==> config.mk <==
export PLATFORM = sky130hd
export DESIGN_NAME = snail_seq_detector
export DESIGN_NICKNAME = d
export VERILOG_FILES = /design/src/rtl/snail_pkg.sv /design/src/rtl/snail_sat_counter.sv /design/src/rtl/snail_seq_detector.sv
export SDC_FILE = /design/constraint.sdc
export NUM_CORES = 1
export LEC_CHECK = 0
export ABC_AREA = 1
export ABC_CLOCK_PERIOD_IN_PS = 2400
export CORE_MARGIN = 8
export CORE_UTILIZATION = 40
export DETAILED_ROUTE_END_ITERATION = 16
export GPL_ROUTABILITY_DRIVEN = 0
export HOLD_SLACK_MARGIN = 0.05
export PLACE_DENSITY_LB_ADDON = 0.05
export SLEW_MARGIN = 20
export SYNTH_ARGS = -nofsm -noshare
export SYNTH_HDL_FRONTEND = slang
export SYNTH_SLANG_ARGS = --single-unit
==> constraint.sdc <==
create_clock -name clk -period 2.4 [get_ports clk]
set_clock_uncertainty 0.15 [all_clocks]
set_input_delay 0.36 -clock clk [delete_from_list [all_inputs] [get_ports clk]]
set_output_delay 0.36 -clock clk [all_outputs]
set_load 0.05 [all_outputs]
==> src/rtl/snail_pkg.sv <==
// Shared constants and mode encodings for the snail family of serial detectors.
package snail_pkg;

  localparam int unsigned MAX_LEN_DEF = 8;
  localparam int unsigned LEN_W_DEF   = 4;
  localparam int unsigned CNT_W_DEF   = 8;
  localparam logic [7:0]  RST_PAT_DEF = 8'h01;
  localparam int unsigned RST_LEN_DEF = 2;

  typedef enum logic {
    NOVL = 1'b0,
    OVL  = 1'b1
  } ovl_mode_e;

endpackage

==> src/rtl/snail_sat_counter.sv <==
// Saturating up-counter; clear wins over a same-cycle increment.
module snail_sat_counter #(
  parameter int unsigned CNT_W = 8
) (
  input  logic             clk,
  input  logic             reset_n,
  input  logic             inc,
  input  logic             clr,
  output logic [CNT_W-1:0] count
);

  logic [CNT_W-1:0] r_count;

  always_ff @(posedge clk) begin
    if (!reset_n) begin
      r_count <= '0;
    end else if (clr) begin
      r_count <= '0;
    end else if (inc && (r_count != '1)) begin
      r_count <= r_count + CNT_W'(1);
    end
  end

  assign count = r_count;

endmodule

==> src/rtl/snail_seq_detector.sv <==
// Programmable serial pattern detector with overlap control, hit pulse and
// saturating hit counter.
module snail_seq_detector
  import snail_pkg::*;
#(
  parameter int unsigned         MAX_LEN = MAX_LEN_DEF,
  parameter int unsigned         LEN_W   = LEN_W_DEF,
  parameter int unsigned         CNT_W   = CNT_W_DEF,
  parameter logic [MAX_LEN-1:0]  RST_PAT = MAX_LEN'(RST_PAT_DEF),
  parameter int unsigned         RST_LEN = RST_LEN_DEF
) (
  input  logic               clk,
  input  logic               reset_n,
  input  logic               a,
  input  logic               a_valid,
  input  logic               cfg_load,
  input  logic [MAX_LEN-1:0] cfg_pattern,
  input  logic [LEN_W-1:0]   cfg_len,
  input  logic               cfg_overlap,
  input  logic               cnt_clr,
  output logic               y,
  output logic [CNT_W-1:0]   hit_count,
  output logic               cfg_err
);

  logic [MAX_LEN-1:0] r_pat;
  logic [LEN_W-1:0]   r_len;
  ovl_mode_e          r_overlap;
  logic               r_cfg_err;
  logic [MAX_LEN-1:0] r_hist;
  logic [LEN_W-1:0]   r_fill;
  logic               r_y;

  logic               w_accept;
  logic [MAX_LEN-1:0] w_hist_next;
  logic [LEN_W-1:0]   w_fill_next;
  logic [MAX_LEN-1:0] w_mask;
  logic               w_cfg_bad;
  logic               w_match;

  // A bit arriving in the cfg_load cycle is dropped along with the flushed history.
  assign w_accept    = a_valid && !cfg_load;
  assign w_hist_next = {r_hist[MAX_LEN-2:0], a};
  assign w_fill_next = (r_fill >= LEN_W'(MAX_LEN)) ? r_fill : r_fill + LEN_W'(1);
  assign w_cfg_bad   = (cfg_len == '0) || (cfg_len > LEN_W'(MAX_LEN));

  // Only the low len bits of the pattern take part in the compare.
  always_comb begin
    w_mask = '0;
    for (int i = 0; i < MAX_LEN; i++) begin
      if (LEN_W'(i) < r_len) w_mask[i] = 1'b1;
    end
  end

  assign w_match = w_accept && !r_cfg_err && (w_fill_next >= r_len) &&
                   (((w_hist_next ^ r_pat) & w_mask) == '0);

  always_ff @(posedge clk) begin
    if (!reset_n) begin
      r_pat     <= RST_PAT;
      r_len     <= LEN_W'(RST_LEN);
      r_overlap <= OVL;
      r_cfg_err <= 1'b0;
      r_hist    <= '0;
      r_fill    <= '0;
      r_y       <= 1'b0;
    end else if (cfg_load) begin
      r_pat     <= cfg_pattern;
      r_len     <= cfg_len;
      r_overlap <= ovl_mode_e'(cfg_overlap);
      r_cfg_err <= w_cfg_bad;
      r_hist    <= '0;
      r_fill    <= '0;
      r_y       <= 1'b0;
    end else if (w_accept) begin
      r_hist <= w_hist_next;
      // Non-overlapping mode demands len fresh bits before the next hit.
      r_fill <= (w_match && (r_overlap == NOVL)) ? '0 : w_fill_next;
      r_y    <= w_match;
    end else begin
      r_y <= 1'b0;
    end
  end

  snail_sat_counter #(
    .CNT_W (CNT_W)
  ) u_hit_cnt (
    .clk     (clk),
    .reset_n (reset_n),
    .inc     (w_match),
    .clr     (cnt_clr),
    .count   (hit_count)
  );

  assign y       = r_y;
  assign cfg_err = r_cfg_err;

endmodule

==> qor.txt <==
Critical Path RT: 2.44 ns
CP peak stage delay: 0.40 ns
Max clock buf depth: 2
Final Cell Area: 2260 um2
R2R setup slack: 0.21 ns
Filler instances: 425
Core box area: 4350 um2
Root Driver: clkbuf_8
H-tree depth: 2
Leak pwr: 0.960 nW
First-pass GRT wire length: 7450 um
Initial core utilization: 41.3%
Hold path depth: 2
Max Cap Viol: 0
Tmin final: 2.19 ns
Slew @ Worst Pin: 0.504 ns
CP Launch Type: flop
FF-to-FF Start: r_fill[0]
EDFF count, synth: 0
Fraction of final layout cells sized beyond drive strength 1: 10.9%
Largest fanout on the critical path: 5
Core Util, Final: 52.0%
Final WL: 4140 um
Worst path slowest cell: dfxtp_1
PnR worst setup slack: 0.208 ns
Initial antenna violation count: 0
Die Ht: 83.0 um
Worst Hold Launch: r_overlap
GR Overflow Total: 0
Total CTS buffers: 5
# DRC: 0
Vias in the first global route: 1527
Period utilisation layout: 91.3%
GRT met3 Usage: 4.00%
Post-synth top cells: 51 x nand2_1, 34 x dfxtp_1, 32 x inv_1
Max VDD drop: 289 uV
Die Area: 6900 um2
GR Layer Usage met2: 18.6%
Placed wire-length estimate: 3070 um
CTS clk-pin slew, worst paths: 0.07 ns
Status: finished clean
Ant. Diodes: 0
Synthesized flop and latch total: 34
Largest net degree at the start of global routing: 21
Register area share after synthesis: 37.9%
Synthesized area: 1800 um2
Crit-path cells: inv_1, ha_1, inv_1, o21ai_1, ha_1, nand2_1, nand2_1, nand2_1, a21oi_4, nand4_1, nand3_1, inv_1
Crit-path leading delay family: adder cells
Avg Cell Area, Syn: 7.25 um2
Sequential cell area: 681 um2
Maximum clock frequency: 456 MHz
Routed vias/inst: 4.77
Die X-Extent: 83.0 um
Reg2Reg Depth: 12
Setup violations, final: 0
Yosys warns: 0
Dpl cells: 328
Most common cell in the netlist: nand2_1
Rel. slew slack: 66.3%
Pre-CTS setup slack: 0.201 ns
TritonCTS clock tree: yes
Detailed Route Iter0 Violations: 47
Via count: 1603
Hold Crit Class: flop to flop
Ys async rst share: 0%
Pwr dens: 539 nW/um2
FP Rows: 24
Hold Path Sink: r_overlap
Syn_nets: 274
Top post-synthesis cells by area: dfxtp_1 38%, nand2_1 11%, a21oi_1 8.1%
RSZ-0062 raised after global routing: false
Nets: 309
Yosys cell types: 26
Wire length per cell: 12.3 um
CP Capture Type: flop
Final cell count without fillers: 336
Cell Area, Placed: 2160 um2
Main synth FF type: dfxtp_1
Router iterations before antenna repair: 4
Syn Inst Count: 248
Worst-Skew Late Latency: 0.29 ns
Port bufs: 28
Post-synth top area cell: dfxtp_1
Area Overhead vs Synth: 25.8%
GR Util met1: 16.9%
Final hold viol count: 0
Multi-input gate area in the final layout: 976 um2
Gr usage total: 12.9%
Setup Crit Path Kind: flop to flop
CTS sink count: 34
Fin Setup TNS: 0 ns
I/O Pins: 29
Worst R2R End: r_fill[3]
GRT Max-Usage Layer: met2
WP buf/inv: 3
Yosys top cell area share: 37.9%
CP arrival: 2.23 ns
Hold buffers post-CTS: 0
Max-slew violation count: 0
Post-route ant nets: 0
-- state kept, by name, indices dropped and copies added (netlist names) --
| register | flops |
|---|---|
| r_fill | 4 |
| r_len | 4 |
| r_hist | 7 |
| r_overlap | 1 |
| r_pat | 8 |
| u_hit_cnt.count | 8 |
| cfg_err | 1 |
| y | 1 |
-- area by class of cell --
cell class / count / share of cell area [%]
flip-flops and latches: 34 / 30.1
clock inverters: 1 / 0.221
inverters: 35 / 5.81
multi-input cells: 174 / 43.1
well taps: 52 / 2.88
clock buffers: 7 / 3.82
repair buffers: 33 / 14.0
-- cell usage in the layout (no fill, tap or decap), drive strengths merged, types with 2 or more instances in the layout --
| cell type | count |
|---|---|
| dfxtp | 34 |
| inv | 35 |
| nand4 | 2 |
| buf | 5 |
| a21oi | 30 |
| o21ai | 22 |
| nand3 | 19 |
| xor2 | 6 |
| clkdlybuf4s50 | 28 |
| ha | 7 |
| nor2 | 21 |
| nand2 | 58 |
| xnor2 | 4 |
| clkbuf | 7 |
-- tightest hold or removal path, stage by stage, from the launching register on --
cell	delay, ns
dfxtp_1	0.30
inv_1	0.07
o21ai_0	0.07
-- worst max-delay path by stage --
| stage | start | endpoint | slack [ns] | cells past startpoint |
|---|---|---|---|---|
| final | r_fill[0] | r_fill[3] | 0.21 | 12 |
| after detailed placement | r_fill[0] | u_hit_cnt.count[2] | 0.20 | 12 |
| after CTS | r_fill[0] | u_hit_cnt.count[2] | 0.16 | 12 |
| after global routing | r_fill[1] | r_fill[3] | 0.02 | 12 |
| after floorplan | r_fill[0] | u_hit_cnt.count[2] | 0.39 | 12 |
| after global placement | r_fill[0] | u_hit_cnt.count[3] | 0.25 | 12 |
-- kinds of logic after synthesis --
| family | Yosys count | synth area share, % |
|---|---|---|
| simple gates | 103 | 28.2 |
| compound gates | 54 | 15.9 |
| buf+inv | 40 | 8.35 |
| flops | 34 | 37.9 |
| xor+xnor | 10 | 4.87 |
| fa+ha+maj | 7 | 4.87 |
-- through the flow --
step	hold slack (ns)	power (W)
floorplan	0.286	0.000721
global placement	0.316	0.000786
detailed placement	0.322	0.000788
CTS	0.333	0.00124
global route	0.349	0.00129
finish	0.327	0.00122
-- metal layers --
metal	vias to the layer above	part of all wire [%]
met1	707	51
met3	5	4.0
met4	0	1.7
li1	869	-
met5	-	0
met2	22	43
-- where the power goes --
part | total [W] | internal (W) | switching (W) | leakage [nW]
combinational | 0.000175 | 0.0000747 | 0.000100 | 0.634
clock | 0.000444 | 0.000232 | 0.000212 | 0.0482
sequential | 0.000601 | 0.000585 | 0.0000155 | 0.278
total | 0.00122 | 0.000891 | 0.000328 | 0.960
-- timing repair --
item / 4_1_cts / 5_1_grt
resized for setup: 0 / 2
buffers inserted: 0 / 0
endpoints found under the setup margin: 0 / 5
Note: power is estimated with default switching activity, not from simulation.
